==> src/rtl/sram_arb_pkg.sv <==
// Shared types and constants for the SRAM access arbiter.
package sram_arb_pkg;

    typedef enum logic [1:0] {
        IDLE   = 2'd0,
        SETUP  = 2'd1,
        ACCESS = 2'd2,
        HOLD   = 2'd3
    } state_e;

    localparam int PORT_CPU = 0;
    localparam int PORT_LDR = 1;

    // Upper SRAM address bits; the requesters only reach the low 64K words.
    localparam logic [3:0] SRAM_ADDR_PAD = 4'b0;

endpackage

==> src/rtl/rr_arbiter2.sv <==
// Two-way round-robin picker: a sole requester wins, and under contention
// the port that did not win last time gets the grant.
module rr_arbiter2 (
    input  logic [1:0] req_i,
    input  logic       last_grant_i,   // index of the previous winner
    output logic [1:0] gnt_o
);

    // One-hot grant from the request pair and the previous winner
    always_comb begin
        gnt_o = 2'b00;
        case (req_i)
            2'b01:   gnt_o = 2'b01;
            2'b10:   gnt_o = 2'b10;
            2'b11:   gnt_o = last_grant_i ? 2'b01 : 2'b10;
            default: gnt_o = 2'b00;
        endcase
    end

endmodule

==> src/rtl/sram_access_arbiter.sv <==
// Shares one asynchronous 1Mx16 SRAM between the CPU memory path (port 0)
// and the loader/debug port (port 1). Each access runs a fixed
// SETUP / ACCESS(WAIT_CYCLES) / HOLD sequence. All strobes are decoded from
// registered state, so an asynchronous reset releases them immediately.
module sram_access_arbiter
    import sram_arb_pkg::*;
#(
    parameter int WAIT_CYCLES = 2,
    parameter int DATA_W      = 16
) (
    input  logic              Clk,
    input  logic              Reset,
    input  logic              cpu_req,
    input  logic              cpu_we,
    input  logic [15:0]       cpu_addr,
    input  logic [DATA_W-1:0] cpu_wdata,
    output logic              cpu_ack,
    output logic [DATA_W-1:0] cpu_rdata,
    input  logic              ldr_req,
    input  logic              ldr_we,
    input  logic [15:0]       ldr_addr,
    input  logic [DATA_W-1:0] ldr_wdata,
    output logic              ldr_ack,
    output logic [DATA_W-1:0] ldr_rdata,
    output logic [19:0]       ADDR,
    output logic [DATA_W-1:0] Data_to_SRAM,
    input  logic [DATA_W-1:0] Data_from_SRAM,
    output logic              sram_drive,
    output logic              CE,
    output logic              UB,
    output logic              LB,
    output logic              OE,
    output logic              WE,
    output logic [1:0]        grant,
    output logic              busy
);

    localparam int CNT_W = $clog2(WAIT_CYCLES + 1);

    if (WAIT_CYCLES < 1) begin : g_wait_chk
        $error("sram_access_arbiter: WAIT_CYCLES must be >= 1");
    end

    state_e              state_q, state_d;
    logic [CNT_W-1:0]    cnt_q, cnt_d;
    logic [1:0]          grant_q, grant_d;
    logic                last_q;          // 1 = loader won the previous arbitration
    logic [15:0]         addr_q;
    logic                we_q;
    logic [DATA_W-1:0]   wdata_q;
    logic [DATA_W-1:0]   cpu_rdata_q, ldr_rdata_q;
    logic [1:0]          gnt;
    logic                start;
    logic                last_access;

    rr_arbiter2 u_rr (
        .req_i        ({ldr_req, cpu_req}),
        .last_grant_i (last_q),
        .gnt_o        (gnt)
    );

    assign start       = (state_q == IDLE) && (gnt != 2'b00);
    assign last_access = (state_q == ACCESS) && (cnt_q == CNT_W'(1));

    // FSM state, wait counter and current owner
    always_ff @(posedge Clk or posedge Reset) begin
        if (Reset) begin
            state_q <= IDLE;
            cnt_q   <= '0;
            grant_q <= 2'b00;
        end else begin
            state_q <= state_d;
            cnt_q   <= cnt_d;
            grant_q <= grant_d;
        end
    end

    // Request latch at grant time and per-port read-data capture
    always_ff @(posedge Clk or posedge Reset) begin
        if (Reset) begin
            last_q      <= 1'b1;
            addr_q      <= '0;
            we_q        <= 1'b0;
            wdata_q     <= '0;
            cpu_rdata_q <= '0;
            ldr_rdata_q <= '0;
        end else begin
            if (start) begin
                last_q  <= gnt[PORT_LDR];
                addr_q  <= gnt[PORT_CPU] ? cpu_addr  : ldr_addr;
                we_q    <= gnt[PORT_CPU] ? cpu_we    : ldr_we;
                wdata_q <= gnt[PORT_CPU] ? cpu_wdata : ldr_wdata;
            end
            if (last_access && !we_q) begin
                if (grant_q[PORT_CPU]) cpu_rdata_q <= Data_from_SRAM;
                if (grant_q[PORT_LDR]) ldr_rdata_q <= Data_from_SRAM;
            end
        end
    end

    // Next state and strobe decode
    always_comb begin
        state_d      = state_q;
        cnt_d        = cnt_q;
        grant_d      = grant_q;
        busy         = (state_q != IDLE);
        CE           = 1'b1;
        UB           = 1'b1;
        LB           = 1'b1;
        OE           = 1'b1;
        WE           = 1'b1;
        sram_drive   = 1'b0;
        cpu_ack      = 1'b0;
        ldr_ack      = 1'b0;
        ADDR         = {SRAM_ADDR_PAD, addr_q};
        Data_to_SRAM = wdata_q;
        grant        = grant_q;
        cpu_rdata    = cpu_rdata_q;
        ldr_rdata    = ldr_rdata_q;

        // Chip and byte enables stay low across the whole access; the FPGA
        // drives the data bus from SETUP through HOLD on writes.
        if (busy) begin
            CE         = 1'b0;
            UB         = 1'b0;
            LB         = 1'b0;
            sram_drive = we_q;
        end

        case (state_q)
            IDLE: begin
                if (start) begin
                    state_d = SETUP;
                    grant_d = gnt;
                end
            end
            SETUP: begin
                state_d = ACCESS;
                cnt_d   = CNT_W'(WAIT_CYCLES);
            end
            ACCESS: begin
                OE = we_q;
                WE = !we_q;
                if (cnt_q == CNT_W'(1)) state_d = HOLD;
                else                    cnt_d   = cnt_q - CNT_W'(1);
            end
            HOLD: begin
                cpu_ack = grant_q[PORT_CPU];
                ldr_ack = grant_q[PORT_LDR];
                state_d = IDLE;
                grant_d = 2'b00;
            end
            default: state_d = IDLE;
        endcase
    end

endmodule

==> config.mk <==
export PLATFORM = sky130hd
export DESIGN_NAME = sram_access_arbiter
export DESIGN_NICKNAME = d
export VERILOG_FILES = /design/src/rtl/sram_arb_pkg.sv /design/src/rtl/rr_arbiter2.sv /design/src/rtl/sram_access_arbiter.sv
export SDC_FILE = /design/constraint.sdc
export NUM_CORES = 1
export LEC_CHECK = 0
export ABC_AREA = 1
export CAP_MARGIN = 20
export CORE_ASPECT_RATIO = 1.25
export CORE_MARGIN = 2
export CORE_UTILIZATION = 40
export CTS_CLUSTER_DIAMETER = 80
export DETAILED_ROUTE_END_ITERATION = 6
export PLACE_DENSITY = 0.78
export SYNTH_ARGS = -nofsm -noshare
export SYNTH_HDL_FRONTEND = slang
export SYNTH_SLANG_ARGS = --single-unit
==> constraint.sdc <==
create_clock -name Clk -period 2.4 [get_ports Clk]
set_input_delay 0.24 -clock Clk [delete_from_list [all_inputs] [get_ports Clk]]
set_output_delay 0.24 -clock Clk [all_outputs]
set_load 0.05 [all_outputs]
==> flow_summary.ini, run 1 <==
[status]
status = complete, no violations

[yosys]
synth.avg_cell_area_um2 = 8.99
yosysSeqAreaShare_pct = 54.1
ys_warn_count = 0
synth_cell_types = 22
ys_seq_elements = 72
syn_area_um2 = 3330
synth_cells = 371

[critical_path]
crit_start = state_q[0]$_DFFE_PP0P_
startpoint_type = flop
worstPathArrival_ns = 1.96
end_kind = output pin
path_class = reg2out
cp_top_family = buffers and inverters
crit_required_ns = 2.16
r2r_start = state_q[0]$_DFFE_PP0P_
worstPathMaxFanout = 4
slowest_stage = clkdlybuf4s50_1
cpPeakStageDelay_ns = 0.80
crit_chain = inv_1, ha_1, nand2_1, clkdlybuf4s50_1
critPathBufInv = 2

[clock_tree]
clock-sinks = 72
post_cts_resized = 0
post_cts_buffers = 0
clk_pin_slew_worst_paths_ns = 0.08
cts_tree = built
clock_latency_ns = 0.34
cts_buffers = 9
cts-root-buf = clkbuf_8
hold_buffers = 0
clk_path_buf_depth = 2
h-tree-depth = 3

[timing]
slew_violations = 0
fmax_mhz = 456
min_period_ns = 2.20
setup_viol = 0
worst_pin_slew_ns = 0.889
final.setup.worst_slack_ns = 0.205
skew_ns = 0.00897
post-route-period-util_pct = 91.5
hold_violations = 0
slew_headroom_pct = 40.6
rsz0062_at_grt = no
tns_ns = 0

[place]
dp_hpwl_mm = 6.88
post-place-ws_ns = 0.413
place_congestion = 0.825
io_buffers = 160

[global_routing]
grt_pass1_wl_mm = 15.3
antenna_found_initial = 0
gr-total-overflow = 0
grt_pass1_vias = 3194
grt_max_degree = 42
grtUsageTotal_pct = 21.3

[routing]
via_per_inst = 5.15
drtIter0Drc = 167
num_vias = 3198
routed_wl_mm = 9.45
wl_per_cell_um = 15.2
drt_pass1_iterations = 5
drc_errors = 0
ant_nets = 0

[finish]
drive_gt1_share_pct = 6.87
syn_to_final_growth_pct = 54.7
nets = 611
n_fill_cell = 695
finish.utilization_pct = 63.3
diodes = 0

[floorplanning]
die_w_um = 85.7
num_io_pins = 165
core_um2 = 8150
start_util_pct = 40.9
die_h_um = 106
row_count = 37
die_area_um2 = 9090

[power]
ir_worst_vdd_uv = 926
leakage_nw = 2.37
power.total_mw = 7.79
powerDensity_nw_per_um2 = 1510

[run]
drv_cap = 0

[worst_hold_path]
hold_class = in2async
==> where the power goes <==
part / internal (mW) / leakage (nW) / switching (mW)
clock network: 0.523 / 0.104 / 0.481
logic: 1.53 / 1.46 / 3.16
registers: 1.76 / 0.809 / 0.329
==> flip-flops by register name, indices dropped and copies added, names as in the netlist <==
name and count:
grant 2, ldr_rdata 16, Data_to_SRAM 16, cnt_q 2, cpu_rdata 16, we_q 1, state_q 2, addr_q 16
last_q 1
==> logic make-up after synthesis <==
logic type	share of synthesized area, %
AOI/OAI and AO/OA	6.34
buffers and inverters	9.16
adders and majority gates	2.25
and+or+nand+nor	28.1
DFF	54.1
other	0.112
==> synthesized netlist by cell type <==
cell type	instances	area, um^2
dfrtp_1	71	1780
buf_4	10	75.1
nand2_4	2	22.5
clkbuf_1	3	11.3
inv_1	26	97.6
nor2_2	1	6.26
buf_2	13	65.1
a21oi_1	2	10.0
nor2_1	3	11.3
nor2_8	1	20.0
o21ai_4	1	16.3
ha_1	6	75.1
nand4_1	33	206
conb_1	1	3.75
o21ai_0	37	185
nor2_4	1	11.3
inv_2	1	3.75
nand2_1	82	308
dfstp_2	1	26.3
buf_6	4	45.0
nand3_1	70	350
buf_1	2	7.51
==> final cells by class <==
cell class	count	area [um^2]	share of cell area [%]
clock buffers	10	138	2.67
repair buffers	166	1680	32.7
clock inverters	6	72.6	1.41
flip-flops and latches	72	1800	35.0
inverters	27	101	1.97
well taps	97	121	2.35
multi-input cells	243	1240	24.0
==> path summary, 6_finish.rpt <==
check / slack [ns] / cells after the start / end
min: 0.32 / 2 / ldr_rdata[6]$_DFFE_PP0P_
max reg2reg: 0.39 / 6 / cpu_rdata[12]$_DFFE_PP0P_
min reg2reg: 0.49 / 2 / ldr_rdata[10]$_DFFE_PP0P_
min in group Clk: 0.46 / 3 / addr_q[14]$_DFFE_PP0P_
max: 0.20 / 4 / OE
max in group asynchronous: 1.47 / 3 / addr_q[3]$_DFFE_PP0P_
==> through the flow <==
stage / hold slack, ns / instances / instance area, um^2
2_1_floorplan: 0.391 / 374 / 3350
3_3_place_gp: 0.466 / 605 / 4950
3_5_place_dp: 0.473 / 605 / 4950
4_1_cts: 0.336 / 621 / 5160
5_1_grt: 0.363 / 621 / 5160
6_report: 0.319 / 621 / 5160
==> routing by layer <==
metal	global-route usage [%]	vias up	wire length, um
met5	0	-	0
met4	8.28	0	246
met3	6.44	21	817
met2	35.7	152	4600
met1	25.5	1489	3780
li1	-	1536	-
==> layout by cell type (no fill, tap or decap), drive strengths merged <==
| cell type | netlist | routed |
|---|---|---|
| buf | 29 | 11 |
| o21ai | 38 | 38 |
| nor2 | 6 | 6 |
| nand4 | 33 | 33 |
| clkdlybuf4s50 | 0 | 155 |
| ha | 6 | 6 |
| a21oi | 2 | 2 |
| nand2 | 84 | 84 |
| conb | 1 | 4 |
| clkinvlp | 0 | 1 |
| dfstp | 1 | 1 |
| bufinv | 0 | 1 |
| nand3 | 70 | 70 |
| clkbuf | 3 | 10 |
| dfrtp | 71 | 71 |
| inv | 27 | 31 |
No activity file was read; power rests on OpenSTA's default activity.
==> inputs of run 2 (changes only) <==
PLACE_DENSITY = 0.91   (was 0.78)
SKIP_LAST_GASP = 1   (was default)
==> flow_summary.ini, run 2 (synthesis results as in run 1) <==
[critical_path]
worstPathArrival_ns = 1.97
startpoint_type = flop
regToRegSetupSlack_ns = 0.47
crit_required_ns = 2.16
critPathBufInv = 2
path_class = reg2out
cp_top_family = buffers and inverters
cpPeakStageDelay_ns = 0.79
crit_chain = ha_1, nand2_1, inv_1, clkdlybuf4s50_1
crit_cells = 4
ff2ff_path_depth = 6
crit_start = state_q[1]$_DFFE_PP0P_
r2r_start = state_q[0]$_DFFE_PP0P_
worstPathMaxFanout = 5
slowest_stage = clkdlybuf4s50_1
end_kind = output pin

[clock_tree]
clock_latency_ns = 0.33
cts_tree = built
cts-root-buf = clkbuf_8
clock-sinks = 72
post_cts_buffers = 0
clk_pin_slew_worst_paths_ns = 0.08
post_cts_resized = 0
hold_buffers = 0
h-tree-depth = 3
cts_buffers = 9
clk_path_buf_depth = 2

[finish]
regArea_um2 = 1800
syn_to_final_growth_pct = 54.0
n_fill_cell = 681
mostFrequentLayoutCells = clkdlybuf4s50_1 (155), nand2_1 (82), dfrtp_1 (71), nand3_1 (70), o21ai_0 (37)
drive_gt1_share_pct = 7.05
layout_commonest_cell = clkdlybuf4s50_1
finalNonFillerCells = 622
diodes = 0
multi_input_area_um2 = 1240
nets = 612

[floorplanning]
die_area_um2 = 9090
row_count = 37
core_um2 = 8150
die_w_um = 85.7
die_h_um = 106
num_io_pins = 165
start_util_pct = 40.9

[global_routing]
gr-total-overflow = 0
grt_max_degree = 45
met1_usage_pct = 23.5
met3_usage_pct = 4.74
top_usage_layer = met2
grt_pass1_vias = 3246
met2_usage_pct = 36.9
grtUsageTotal_pct = 20.8
antenna_found_initial = 0
grt_pass1_wl_mm = 15.0

[status]
status = complete, no violations

[routing]
via_per_inst = 5.15
ant_nets = 0
wl_per_cell_um = 15.2
routed_wl_mm = 9.45
drc_errors = 0
num_vias = 3205
drtIter0Drc = 215
drt_pass1_iterations = 5

[place]
io_buffers = 160
dp_hpwl_mm = 6.99
place_congestion = 0.847
place_inst = 606

[timing]
worst_pin_slew_ns = 0.826
skew_ns = 0.0113
hold_violations = 0
rsz0062_at_grt = no
slew_headroom_pct = 44.8
setup_viol = 0
tns_ns = 0
fmax_mhz = 452
slew_violations = 0
post-route-period-util_pct = 92.2
min_period_ns = 2.21

[power]
powerDensity_nw_per_um2 = 1500
ir_worst_vdd_uv = 892
leakage_nw = 2.35

[worst_hold_path]
hold_class = in2async

[run]
drv_cap = 0
[run 2: cell types whose count changed in the layout (fill, tap and decap cells not counted), sizes merged]
| cell | before | now |
|---|---|---|
| bufinv | 1 | 0 |
| clkinv | 0 | 1 |
| buf | 11 | 12 |
| inv | 31 | 28 |
| clkinvlp | 1 | 4 |
[run 2: final cells by class]
type,instances,area share [%]
flip-flops and latches,72,35.1
repair buffers,167,32.9
multi-input cells,243,24.1
clock buffers,10,2.68
well taps,97,2.36
inverters,27,1.97
clock inverters,6,0.853
[run 2: worst register-to-register path, delay by kind of cell (launching register included)]
family	cells	cell delay, ns
adders and majority gates	1	0.22
and+or+nand+nor	3	0.67
DFF	1	0.41
buffers and inverters	1	0.13
AOI/OAI and AO/OA	1	0.38
[run 2: worst paths after layout]
check | end
min reg2reg | ldr_rdata[10]$_DFFE_PP0P_
max in group asynchronous | last_q$_DFFE_PP1P_
max | ldr_ack
max reg2reg | cpu_rdata[8]$_DFFE_PP0P_
min in group Clk | Data_to_SRAM[7]$_DFFE_PP0P_
min | cpu_rdata[6]$_DFFE_PP0P_
[run 2: stage by stage]
step / util [%] / area, um^2 / power [mW] / hold slack, ns / setup WS (ns)
after floorplan: - / 3350 / 5.23 / 0.391 / 0.173
after global placement: 60.8 / 4950 / 6.73 / 0.465 / 0.611
after detailed placement: 60.8 / 4950 / 6.86 / 0.473 / 0.486
after CTS: 63.0 / 5140 / 7.74 / 0.316 / 0.166
after global routing: 63.0 / 5140 / 8.08 / 0.346 / 0.0936
final: 63.0 / 5140 / 7.68 / 0.325 / 0.188
[run 2: power breakdown]
part,internal (mW),switching (mW),total (mW)
registers,1.76,0.329,2.09
clock network,0.405,0.461,0.865
logic,1.55,3.17,4.73
[run 2: layer usage]
layer	share of wire, %	vias up	wire, um
met4	2.0	0	191
met5	0	-	0
met1	39	1503	3670
met3	7.4	17	695
met2	52	146	4890
li1	-	1539	-
==> inputs of run 3 (changes only) <==
CTS_CLUSTER_SIZE = 12   (was default)
==> results of run 3 <==
No change in the layout: final DEF, timing and power equal those of run 2.
